--- config.mk ---
export PLATFORM = sky130hd
export DESIGN_NAME = picoseq
export DESIGN_NICKNAME = d
export VERILOG_FILES = /design/src/rtl/picoseq_pkg.sv /design/src/rtl/picoseq_cond_sync.sv /design/src/rtl/picoseq.sv
export SDC_FILE = /design/constraint.sdc
export NUM_CORES = 1
export LEC_CHECK = 0
export CAP_MARGIN = 25
export CORE_UTILIZATION = 25
export DETAILED_ROUTE_END_ITERATION = 7
export PLACE_DENSITY = 0.51
export SYNTH_ARGS = -nofsm -noshare
export SYNTH_HDL_FRONTEND = slang
export SYNTH_HIERARCHICAL = 1
export SYNTH_SLANG_ARGS = --single-unit
--- constraint.sdc ---
create_clock -name clk -period 5.8 [get_ports clk]
set_input_delay 1.45 -clock clk [delete_from_list [all_inputs] [get_ports clk]]
set_output_delay 1.45 -clock clk [all_outputs]
set_load 0.1 [all_outputs]
--- src/rtl/picoseq_pkg.sv ---
// Shared definitions for the picoseq micro-sequencer: opcodes, condition selects,
// FSM state encodings and instruction field positions as functions of operand width.
package picoseq_pkg;

  typedef enum logic [2:0] {
    OP_NOP   = 3'd0,
    OP_WRITE = 3'd1,
    OP_JUMP  = 3'd2,
    OP_CALL  = 3'd3,
    OP_RET   = 3'd4,
    OP_WAIT  = 3'd5,
    OP_DJNZ  = 3'd6,
    OP_HALT  = 3'd7
  } opcode_e;

  localparam logic [3:0] COND_FALSE = 4'd0;
  localparam logic [3:0] COND_TRUE  = 4'd15;

  typedef enum logic {
    ST_FETCH   = 1'b0,
    ST_EXECUTE = 1'b1
  } state_e;

  // Instruction word, MSB first: polarity, cond_sel[4], opcode[3], reg_idx[4], operand.
  function automatic int pol_pos(input int opnd_w);
    return opnd_w + 11;
  endfunction

  function automatic int sel_lsb(input int opnd_w);
    return opnd_w + 7;
  endfunction

  function automatic int op_lsb(input int opnd_w);
    return opnd_w + 4;
  endfunction

  function automatic int idx_lsb(input int opnd_w);
    return opnd_w;
  endfunction

endpackage

--- src/rtl/picoseq_cond_sync.sv ---
// Two-flop synchroniser for the asynchronous condition inputs.
// Latency: 2 clk edges; no backpressure.
module picoseq_cond_sync #(
  parameter int NUM_COND = 6
) (
  input  logic                clk,
  input  logic                res_n,
  input  logic [NUM_COND-1:0] cond,
  output logic [NUM_COND-1:0] cond_s
);

  logic [NUM_COND-1:0] meta;

  always_ff @(posedge clk or negedge res_n) begin
    if (!res_n) begin
      meta   <= '0;
      cond_s <= '0;
    end else begin
      meta   <= cond;
      cond_s <= meta;
    end
  end

endmodule

--- src/rtl/picoseq.sv ---
// Tiny ROM-driven sequencer: conditional write/jump/call/ret/wait/djnz/halt on output registers.
// Latency: 2 cycles per instruction (FETCH, EXECUTE); enable=0 stalls in FETCH, no other backpressure.
module picoseq
  import picoseq_pkg::*;
#(
  parameter  int ADDR_W      = 8,
  parameter  int DATA_W      = 8,
  parameter  int NUM_REGS    = 4,
  parameter  int NUM_COND    = 6,
  parameter  int STACK_DEPTH = 4,
  localparam int OPND_W      = (DATA_W > ADDR_W) ? DATA_W : ADDR_W,
  localparam int INSTR_W     = 12 + OPND_W
) (
  input  logic                         clk,
  input  logic                         res_n,
  input  logic                         enable,
  input  logic [NUM_COND-1:0]          cond,
  output logic [ADDR_W-1:0]            rom_addr,
  input  logic [INSTR_W-1:0]           rom_data,
  output logic [NUM_REGS*DATA_W-1:0]   reg_q,
  output logic [NUM_REGS-1:0]          reg_we,
  output logic                         halted,
  output logic                         stack_err
);

  localparam int IDX_W = (NUM_REGS > 1) ? $clog2(NUM_REGS) : 1;
  localparam int SP_W  = $clog2(STACK_DEPTH + 1);
  localparam int SPI_W = (STACK_DEPTH > 1) ? $clog2(STACK_DEPTH) : 1;
  localparam int P_POL = pol_pos(OPND_W);
  localparam int P_SEL = sel_lsb(OPND_W);
  localparam int P_OP  = op_lsb(OPND_W);
  localparam int P_IDX = idx_lsb(OPND_W);

  state_e              state;
  logic [ADDR_W-1:0]   pc;
  logic [INSTR_W-1:0]  ir;
  logic [DATA_W-1:0]   regs  [2**IDX_W];
  logic [ADDR_W-1:0]   stack [2**SPI_W];
  logic [SP_W-1:0]     sp;
  logic [NUM_COND-1:0] cond_s;

  picoseq_cond_sync #(.NUM_COND(NUM_COND)) u_cond_sync (
    .clk    (clk),
    .res_n  (res_n),
    .cond   (cond),
    .cond_s (cond_s)
  );

  logic              pol;
  logic [3:0]        sel;
  opcode_e           op;
  logic [3:0]        idx;
  logic [OPND_W-1:0] opnd;

  assign pol  = ir[P_POL];
  assign sel  = ir[P_SEL +: 4];
  assign op   = opcode_e'(ir[P_OP +: 3]);
  assign idx  = ir[P_IDX +: 4];
  assign opnd = ir[OPND_W-1:0];

  logic cond_val;
  always_comb begin
    cond_val = 1'b0;
    if (sel == COND_TRUE) cond_val = 1'b1;
    for (int i = 0; i < NUM_COND; i++)
      if (sel == 4'(i + 1)) cond_val = cond_s[i];
  end

  logic                taken, idx_ok, sp_full, sp_empty;
  logic [IDX_W-1:0]    ridx;
  logic [DATA_W-1:0]   cur, dec;
  logic [ADDR_W-1:0]   pc_inc, target;
  logic [SP_W-1:0]     sp_m1;
  logic [NUM_REGS-1:0] we_hot;

  assign taken    = (pol == cond_val);
  assign idx_ok   = ({1'b0, idx} < 5'(NUM_REGS));
  assign ridx     = idx[IDX_W-1:0];
  assign cur      = regs[ridx];
  assign dec      = cur - DATA_W'(1);
  assign pc_inc   = pc + ADDR_W'(1);
  assign target   = opnd[ADDR_W-1:0];
  assign sp_m1    = sp - SP_W'(1);
  assign sp_full  = (sp == SP_W'(STACK_DEPTH));
  assign sp_empty = (sp == '0);
  assign we_hot   = NUM_REGS'(1) << ridx;

  // All architectural state commits on the EXECUTE->FETCH edge only.
  always_ff @(posedge clk or negedge res_n) begin
    if (!res_n) begin
      state     <= ST_FETCH;
      pc        <= '0;
      ir        <= '0;
      sp        <= '0;
      reg_we    <= '0;
      halted    <= 1'b0;
      stack_err <= 1'b0;
      for (int i = 0; i < 2**IDX_W; i++) regs[i] <= '0;
      for (int i = 0; i < 2**SPI_W; i++) stack[i] <= '0;
    end else begin
      reg_we <= '0;
      case (state)
        ST_FETCH: begin
          if (enable && !halted) begin
            ir    <= rom_data;
            state <= ST_EXECUTE;
          end
        end
        ST_EXECUTE: begin
          state <= ST_FETCH;
          pc    <= pc_inc;
          if (taken) begin
            case (op)
              OP_WRITE: begin
                if (idx_ok) begin
                  regs[ridx] <= opnd[DATA_W-1:0];
                  reg_we     <= we_hot;
                end
              end
              OP_JUMP: pc <= target;
              OP_CALL: begin
                if (sp_full) begin
                  stack_err <= 1'b1;
                end else begin
                  stack[sp[SPI_W-1:0]] <= pc_inc;
                  sp                   <= sp + SP_W'(1);
                  pc                   <= target;
                end
              end
              OP_RET: begin
                if (sp_empty) begin
                  stack_err <= 1'b1;
                end else begin
                  pc <= stack[sp_m1[SPI_W-1:0]];
                  sp <= sp_m1;
                end
              end
              OP_DJNZ: begin
                if (idx_ok && cur != '0) begin
                  regs[ridx] <= dec;
                  reg_we     <= we_hot;
                  if (dec != '0) pc <= target;
                end
              end
              OP_HALT: begin
                halted <= 1'b1;
                pc     <= pc;
              end
              default: ;
            endcase
          end else if (op == OP_WAIT) begin
            pc <= pc;
          end
        end
        default: state <= ST_FETCH;
      endcase
    end
  end

  assign rom_addr = pc;

  for (genvar g = 0; g < NUM_REGS; g++) begin : g_regq
    assign reg_q[g*DATA_W +: DATA_W] = regs[g];
  end

endmodule
==> qor.yml, run 1 <==
clock_network:
  clock_pin_slew_worst_setup_and_hold_paths_ps: 50
  postCtsHoldBufs: 0
  numCtsBuffers: 17
  clock-root-buffer: "clkbuf_16"
  cts.sink_count: 114
  post_cts_resize_count: 0
  post_cts_buffers: 0
  clock_tree.htree_level_count: 4
  tritoncts: "built"
  clkLatencyLatePin_ps: 410
  cts-root-to-sink-buffers: 2
timing:
  finalWorstPathRequiredPeriod_ps: 3660
  final_min_period_over_clock_period_pct: 63.1
  finalClockSkew_ps: 4.56
  rsz0062_at_grt: "false"
  layout_setup_ws_ps: 2140
  maxClockFrequency_mhz: 273
  report.final.slew_viol_count: 0
  finalHoldViolations: 0
  worst_slew_slack_as_a_fraction_of_its_limit_pct: 32.9
  setup_violations: 0
  setup_total_negative_slack_ps: 0
  timing_worst_slew_pin_value_ps: 1000
global_route:
  grt_pass1_wl_mm: 24.5
  grt_start_max_net_pins: 71
  groute.usage.overall_pct: 13.8
  grt_antenna_before_repair: 0
  first_global_vias: 4376
  overflow: 0
placed_design:
  buffer_ports.inserted: 74
  pre_cts_slack_ps: 2210
  placed_cell_area_um2: 6640
  gp_congestion: 0.825
  hpwlAfterDp_mm: 10.8
synthesis:
  synth_seq_cells: 114
  synthDistinctLibCells: 63
  avgSynthCellArea_um2: 11.8
  synth_fa_ha_area_share_pct: 2.00
  share_of_synthesized_cell_area_in_and_or_nand_and_nor_gates_pct: 12.1
  yosys_warnings: 6
  synth_xor_area_share_pct: 2.02
  ys_top_cells_by_count: "114 x dfrtp_1, 57 x nand2_1, 32 x o21ai_1"
  synth_edf_count: 0
  synth_seq_area_share_pct: 50.6
  synth_compound_gate_area_share_pct: 12.6
  syn_area_um2: 5640
  synth.most_common_cell: "dfrtp_1"
  yosys.area.top_type: "dfrtp_1"
  synthesis.instances: 479
  synth_top_family_by_area: "multiplexers"
  syn_nets: 517
  main_synth_ff_type: "dfrtp_1"
  post_synth_top_area_share_pct: 50.6
  synth.top_cells.by_area: "dfrtp_1 51%, mux4_2 6.4%, mux2_1 6.2%, mux2_2 4.8%, nand2_1 3.8%"
  async_flop_share_pct: 100
  synthMuxAreaShare_pct: 17.9
routing:
  antenna_left: 0
  number_of_vias_per_cell_after_detailed_routing: 4.95
  top_layer_used: "met4"
  wl_per_cell_um: 17.5
  wl_met1_mm: 6.95
  length_of_routed_met2_wiring_mm: 7.03
  routed-wl-met3_um: 638
  dr.pass1.iters: 6
  num_vias: 4186
  route.detailed.drc: 6
  detail_route.wirelength_mm: 14.8
  first_iter_violations: 265
worst_setup_path:
  timing.critical_path.required_ps: 4350
  worst_ep_arrival_time_ps: 2210
  worstReg2RegStart: "ir[8]$_DFFE_PN0P_"
  r2r-end: "reg_q[18]$_DFFE_PN0P_"
  timing.critical_path.buf_inv: 1
  worst_path_largest_cell_delay_ps: 1220
  rrSetupSlack_ps: 2230
  timing.critical_path.to_type: "output port"
  path_cells: "clkdlybuf4s50_1"
  worst-path-max-fanout: 10
  timing.setup.critical_path_class: "flop to output port"
  cp-start-kind: "flop"
  worst-r2r-cell-count: 6
  critical_path.top_delay_family: "buffers and inverters"
  worst_path_max_delay_cell: "clkdlybuf4s50_1"
run_status:
  violations: "design-rule violations"
  run_status: "finished with violations"
layout:
  final_layout_size_suffix_gt1_share_pct: 15.8
  finalNetCount: 590
  insertedDiodeCount: 0
  layout-area-overhead-vs-synth_pct: 28.0
  final_util_pct: 32.9
  final_design_area_no_fill_um2: 7220
die:
  core-area_um2: 22000
  io_pins: 75
  floorplan.initialDensity_pct: 25.7
  die-height_um: 152
  row_count: 54
  design.die.area_um2: 23200
  chipWidth_um: 152
min_path:
  worst_hold_path.num_cells: 0
  whs_endpoint: "u_cond_sync/cond_s[4]$_DFF_PN0_"
  hp-start: "u_cond_sync/meta[4]$_DFF_PN0_"
  min_path_type: "flop to flop"
flow_run:
  cap_violations: 0
## worst max path at each step
stage | endpoint | startpoint | depth (start not counted)
floorplan | rom_addr[1]$_DFFE_PN0P_ | reg_q[29]$_DFFE_PN0P_ | 8
global placement | reg_q[21]$_DFFE_PN0P_ | ir[8]$_DFFE_PN0P_ | 6
detailed placement | reg_q[18]$_DFFE_PN0P_ | ir[8]$_DFFE_PN0P_ | 6
CTS | rom_addr[0] | rom_addr[0]$_DFFE_PN0P_ | 1
global route | reg_q[16]$_DFFE_PN0P_ | ir[8]$_DFFE_PN0P_ | 6
finish | rom_addr[0] | rom_addr[0]$_DFFE_PN0P_ | 1
## area by class of cell
class	count	area [um^2]
Tap cell	280	350
Clock inverter	14	140
Timing Repair Buffer	77	761
Fill cell	2177	14700
Clock buffer	18	439
Multi-Input combinational cell	330	2630
Inverter	12	45.0
Sequential cell	114	2850
## routing by layer
layer / global-route usage (%) / vias to the layer above
li1: - / 1926
met1: 18.5 / 2138
met2: 21.4 / 108
met3: 4.15 / 14
met4: 4.52 / 0
met5: 0 / -
## flip-flops by register name, summed over array words and instances (netlist names)
| register | flops |
|---|---|
| sp | 3 |
| reg_we | 4 |
| state | 1 |
| stack | 32 |
| u_cond_sync/meta | 6 |
| u_cond_sync/cond_s | 6 |
| stack_err | 1 |
| halted | 1 |
| rom_addr | 8 |
| reg_q | 32 |
| ir | 20 |
## cells by family after synthesis
logic type	count (synthesis)
buffers and inverters	35
DFF	114
xor gates and xnor gates	13
and+or+nand+nor	125
adders and majority gates	9
AOI/OAI and AO/OA	109
muxes	74
## layout by cell type, fill, tap and decap left out, types with 9 or more instances in the layout
master / n
a21oi_1: 13
clkbuf_16: 17
clkdlybuf4s50_1: 73
dfrtp_1: 114
ha_1: 9
inv_1: 11
mux2_1: 31
mux2_2: 24
mux4_2: 16
nand2_1: 57
nor2_1: 11
o21ai_0: 12
o21ai_1: 32
## metrics by stage
| step | hold slack, ps | instances |
|---|---|---|
| 2_1_floorplan | 331 | 479 |
| 3_3_place_gp | 338 | 813 |
| 3_5_place_dp | 335 | 813 |
| 4_1_cts | 347 | 845 |
| 5_1_grt | 352 | 845 |
| 6_report | 345 | 845 |
Power of run 1 is left out: the tool's default activity adds up to more than one toggle a clock period on the data nets, which glitch-free logic cannot reach.
==> run 2: changes to the inputs <==
--- a/config.mk
+++ b/config.mk
@@ -8,7 +8,7 @@
 export CAP_MARGIN = 25
 export CORE_UTILIZATION = 25
 export DETAILED_ROUTE_END_ITERATION = 7
-export PLACE_DENSITY = 0.51
+export PLACE_DENSITY = 0.52
 export SYNTH_ARGS = -nofsm -noshare
 export SYNTH_HDL_FRONTEND = slang
 export SYNTH_HIERARCHICAL = 1
==> constraint.sdc (replaced) <==
create_clock -name clk -period 3 [get_ports clk]
set_input_delay 0.75 -clock clk [delete_from_list [all_inputs] [get_ports clk]]
set_output_delay 0.75 -clock clk [all_outputs]
set_load 0.1 [all_outputs]
==> qor.yml, run 2 (synthesis results as in run 1) <==
clock_network:
  clock_tree.htree_level_count: 4
  clkLatencyLatePin_ps: 420
  numCtsBuffers: 17
  clock_pin_slew_worst_setup_and_hold_paths_ps: 60
  tritoncts: "built"
  cts.sink_count: 114
  clock-root-buffer: "clkbuf_16"
  cts-root-to-sink-buffers: 2
layout:
  layout_commonest_cell: "buf_4"
  final_cell_count_without_fillers: 895
  layout-area-overhead-vs-synth_pct: 38.4
  layout_common_cells: "92 x buf_4, 89 x dfrtp_1, 57 x nand2_1"
  finalNetCount: 640
  insertedDiodeCount: 0
  final_layout_size_suffix_gt1_share_pct: 38.2
die:
  row_count: 54
  die-height_um: 152
  floorplan.initialDensity_pct: 25.7
  design.die.area_um2: 23200
  core-area_um2: 22000
  chipWidth_um: 152
  io_pins: 75
global_route:
  first_global_vias: 4679
  grt_start_max_net_pins: 45
  grt_antenna_before_repair: 0
  grt_pass1_wl_mm: 25.4
  overflow: 0
  groute.usage.overall_pct: 14.2
timing:
  report.final.slew_viol_count: 0
  final_min_period_over_clock_period_pct: 101
  finalClockSkew_ps: 10.8
  finalHoldViolations: 0
  timing_worst_slew_pin_value_ps: 716
  maxClockFrequency_mhz: 330
  layout_setup_ws_ps: -29.2
  setup_violations: 1
  rsz0062_at_grt: "true"
  finalWorstPathRequiredPeriod_ps: 3030
  worst_slew_slack_as_a_fraction_of_its_limit_pct: 51.9
worst_setup_path:
  worst-path-max-fanout: 6
  cp-start-kind: "flop"
  worst-r2r-cell-count: 10
  timing.critical_path.to_type: "flop"
  timing.critical_path.required_ps: 3300
  worst_ep_arrival_time_ps: 3330
  timing.setup.critical_path_class: "flop to flop"
routing:
  dr.pass1.iters: 7
  first_iter_violations: 285
  num_vias: 4456
  wl_per_cell_um: 17.5
  number_of_vias_per_cell_after_detailed_routing: 4.98
  detail_route.wirelength_mm: 15.7
  antenna_left: 0
  route.detailed.drc: 5
run_status:
  run_status: "finished with violations"
  violations: "design-rule violations, negative setup slack"
min_path:
  min_path_type: "input pin to async pin"
flow_run:
  cap_violations: 0
placed_design:
  buffer_ports.inserted: 74
  gp_congestion: 0.901
  hpwlAfterDp_mm: 11.2
  place.detailed.instances: 848
-- run 2: cell count changes in the layout (fill, tap and decap cells not counted), sizes merged --
cell,before,now
buf,4,98
or4,3,4
clkdlybuf4s50,73,27
clkinvlp,5,1
clkbuf,18,23
-- run 2: critical path, cell delays in order (launching register included) --
cell	delay, ps
dfrtp_2	400
buf_8	130
mux4_2	570
buf_4	180
o31ai_4	240
nand4_1	150
buf_4	170
or4_4	600
nand2_8	120
o22ai_1	60
o32a_1	280
-- run 2: area by class of cell --
class                   count  area (um^2)
flip-flops and latches    114         2890
well taps                 280          350
clock inverters            10          106
multi-input cells         331         2840
inverters                  12         47.5
clock buffers              22          484
repair buffers            126         1090
fillers                  2126        14200
-- run 2: path summary, 6_finish.rpt --
path | start | endpoint | slack (ps)
worst max-delay path | ir[8]$_DFFE_PN0P_ | rom_addr[1]$_DFFE_PN0P_ | -30
worst min-delay path | res_n | u_cond_sync/cond_s[0]$_DFF_PN0_ | 330
worst max register to register | ir[8]$_DFFE_PN0P_ | rom_addr[1]$_DFFE_PN0P_ | -30
worst min register to register | u_cond_sync/meta[5]$_DFF_PN0_ | u_cond_sync/cond_s[5]$_DFF_PN0_ | 340
max in group asynchronous | res_n | reg_q[21]$_DFFE_PN0P_ | 1940
min in group clk | u_cond_sync/meta[5]$_DFF_PN0_ | u_cond_sync/cond_s[5]$_DFF_PN0_ | 340
-- run 2: metrics by stage --
step	setup TNS, ps	cell area [um^2]	setup slack (ps)	hold slack (ps)	utilization (%)
detailed placement	-2540	6870	-235	336	31.3
global placement	-1330	6870	-118	331	31.3
finish	-29.2	7810	-29.2	333	35.6
CTS	-161	7620	-44.2	347	34.7
floorplan	-331	5680	-113	331	-
global route	-649	7810	-130	351	35.6
-- run 2: repair_timing --
action / 4_1_cts / 5_1_grt
endpoints found under the setup margin: 24 / 26
buffers inserted: 7 / 6
pin swaps: 8 / 6
cloned: 1 / 1
hold buffers: 0 / 0
gates resized for setup: 22 / 20
-- run 2: metal layers --
metal  up-vias  track usage (%)  wire (um)
met5         -                0          0
met4         0             6.61        387
met3        30             3.90        867
met2       152             22.3       7530
met1      2242             18.0       6900
li1       2032                -          -
Power of run 2 is left out for the same reason.
==> run 3: changes to the inputs <==
--- a/config.mk
+++ b/config.mk
@@ -5,6 +5,7 @@
 export SDC_FILE = /design/constraint.sdc
 export NUM_CORES = 1
 export LEC_CHECK = 0
+export ABC_AREA = 1
 export CAP_MARGIN = 25
 export CORE_UTILIZATION = 25
 export DETAILED_ROUTE_END_ITERATION = 7
==> qor.yml, run 3 <==
min_path:
  worst_hold_path.num_cells: 0
  whs_endpoint: "u_cond_sync/cond_s[4]$_DFF_PN0_"
  hp-start: "u_cond_sync/meta[4]$_DFF_PN0_"
  min_path_type: "flop to flop"
timing:
  rsz0062_at_grt: "false"
  finalHoldViolations: 0
  setup_violations: 0
  worst_slew_slack_as_a_fraction_of_its_limit_pct: 47.6
  maxClockFrequency_mhz: 377
  hold-worst-slack_ps: 346
  report.final.slew_viol_count: 0
  final_min_period_over_clock_period_pct: 88.3
  finalClockSkew_ps: 17.5
  finalWorstPathRequiredPeriod_ps: 2650
  setup_total_negative_slack_ps: 0
  timing_worst_slew_pin_value_ps: 787
routing:
  num_vias: 4848
  first_iter_violations: 240
  detail_route.wirelength_mm: 15.8
  wl_per_cell_um: 14.3
  number_of_vias_per_cell_after_detailed_routing: 4.38
  antenna_left: 0
  route.detailed.drc: 0
  dr.pass1.iters: 5
placed_design:
  gp_congestion: 0.863
  hpwlAfterDp_mm: 11.3
  placed_cell_area_um2: 6840
  buffer_ports.inserted: 74
clock_network:
  tritoncts: "built"
  postCtsHoldBufs: 0
  cts.sink_count: 114
  clock_tree.htree_level_count: 4
  cts-root-to-sink-buffers: 2
  post_cts_buffers: 0
  clock_pin_slew_worst_setup_and_hold_paths_ps: 60
  clock-root-buffer: "clkbuf_16"
  numCtsBuffers: 17
  clkLatencyLatePin_ps: 420
layout:
  final_design_area_no_fill_um2: 7460
  layout_common_cells: "226 x nand2_1, 113 x dfrtp_1, 66 x buf_4"
  layout_commonest_cell: "nand2_1"
  final_layout_size_suffix_gt1_share_pct: 18.6
  insertedDiodeCount: 0
  layout-area-overhead-vs-synth_pct: 27.5
  finalNetCount: 820
synthesis:
  synth_edf_count: 0
  syn_nets: 732
  post_synth_top_area_share_pct: 48.8
  synth.top_cells.by_area: "dfrtp_1 49%, nand2_1 15%, nand3_1 4.9%, o21ai_1 4.5%, inv_1 2.5%"
  yosys.area.top_type: "dfrtp_1"
  avgSynthCellArea_um2: 8.43
  main_synth_ff_type: "dfrtp_1"
  ys_top_cells_by_count: "226 x nand2_1, 114 x dfrtp_1, 57 x nand3_1"
  async_flop_share_pct: 100
  synth.most_common_cell: "nand2_1"
  syn_area_um2: 5850
  yosys_warnings: 6
  synthesis.instances: 694
  synthDistinctLibCells: 42
  synth_seq_area_share_pct: 48.8
  synth_seq_cells: 114
die:
  row_count: 55
  design.die.area_um2: 24000
  floorplan.initialDensity_pct: 25.7
  chipWidth_um: 155
  die-height_um: 155
  io_pins: 75
  core-area_um2: 22800
worst_setup_path:
  r2r-end: "rom_addr[3]$_DFFE_PN0P_"
  cp-start-kind: "flop"
  timing.critical_path.required_ps: 3310
  worst-path-max-fanout: 10
  worst-r2r-cell-count: 18
  worstReg2RegStart: "ir[9]$_DFFE_PN0P_"
  worst_ep_arrival_time_ps: 2960
  timing.critical_path.to_type: "flop"
  rrSetupSlack_ps: 350
  timing.setup.critical_path_class: "flop to flop"
global_route:
  grt_start_max_net_pins: 60
  grt_antenna_before_repair: 0
  first_global_vias: 4676
  grt_pass1_wl_mm: 25.6
  overflow: 0
  groute.usage.overall_pct: 14.0
run_status:
  run_status: "finished, final reports clean"
flow_run:
  cap_violations: 0
-- run 3: what timing repair did --
action / in CTS / in global routing
endpoints found under the hold margin: 0 / 0
endpoints found under the setup margin: 0 / 7
resized for setup: 0 / 1
-- run 3: critical path, stage by stage (launching register included) --
cell and delay [ps]:
dfrtp_2 510, buf_4 210, nand3_1 80, nand2_1 60, nor2_2 220, ha_1 300
inv_1 60, nand2_1 60, nand2_1 60, nor2_1 80, nand3_1 60, nor2_1 120
nand3_2 210, nand2_2 210, nand2_1 70, nand3_1 90, nand2_1 50, nand2_1 50
nand2_1 40
-- run 3: final cells by class --
| cell class | count | area [um^2] |
|---|---|---|
| repair buffers | 94 | 786 |
| well taps | 313 | 392 |
| fillers | 2409 | 15300 |
| flip-flops and latches | 114 | 2850 |
| inverters | 51 | 196 |
| multi-input cells | 504 | 2610 |
| clock buffers | 21 | 460 |
| clock inverters | 10 | 156 |
-- run 3: worst max-delay path by stage --
stage | from | endpoint | slack [ps] | cells after the start
after detailed placement | ir[9]$_DFFE_PN0P_ | rom_addr[3]$_DFFE_PN0P_ | 250 | 18
after global placement | ir[9]$_DFFE_PN0P_ | rom_addr[3]$_DFFE_PN0P_ | 320 | 18
after floorplan | sp[0]$_DFFE_PN0P_ | rom_addr[6]$_DFFE_PN0P_ | 380 | 13
after global routing | ir[9]$_DFFE_PN0P_ | rom_addr[5]$_DFFE_PN0P_ | 30 | 18
final | ir[9]$_DFFE_PN0P_ | rom_addr[3]$_DFFE_PN0P_ | 350 | 18
after CTS | ir[9]$_DFFE_PN0P_ | rom_addr[3]$_DFFE_PN0P_ | 250 | 18
-- run 3: metal layers --
layer	share of wire (%)	routed length (um)	vias up	track usage (%)
met3	3.7	586	9	3.37
met5	0	0	-	0
met2	49	7710	89	23.7
met4	0.89	140	0	4.10
li1	-	-	2471	-
met1	47	7380	2279	17.6
-- run 3: through the flow --
stage          setup WS (ps)  std cells  utilization [%]
2_1_floorplan            384        694                -
6_report                 350       1107             32.7
4_1_cts                  252       1107             32.7
3_5_place_dp             251       1076             30.0
3_3_place_gp             319       1076             30.0
5_1_grt                 33.4       1107             32.7
-- run 3: kinds of logic (layout without fill, tap and decap cells) --
| family | after synthesis | after routing | share of synthesized area (%) |
|---|---|---|---|
| simple gates | 347 | 347 | 27.1 |
| fa+ha+maj | 9 | 9 | 1.93 |
| buf+inv | 76 | 176 | 6.55 |
| xor+xnor | 9 | 9 | 1.35 |
| compound gates | 139 | 139 | 14.3 |
| flops | 114 | 114 | 48.8 |
Power of run 3 is left out for the same reason.
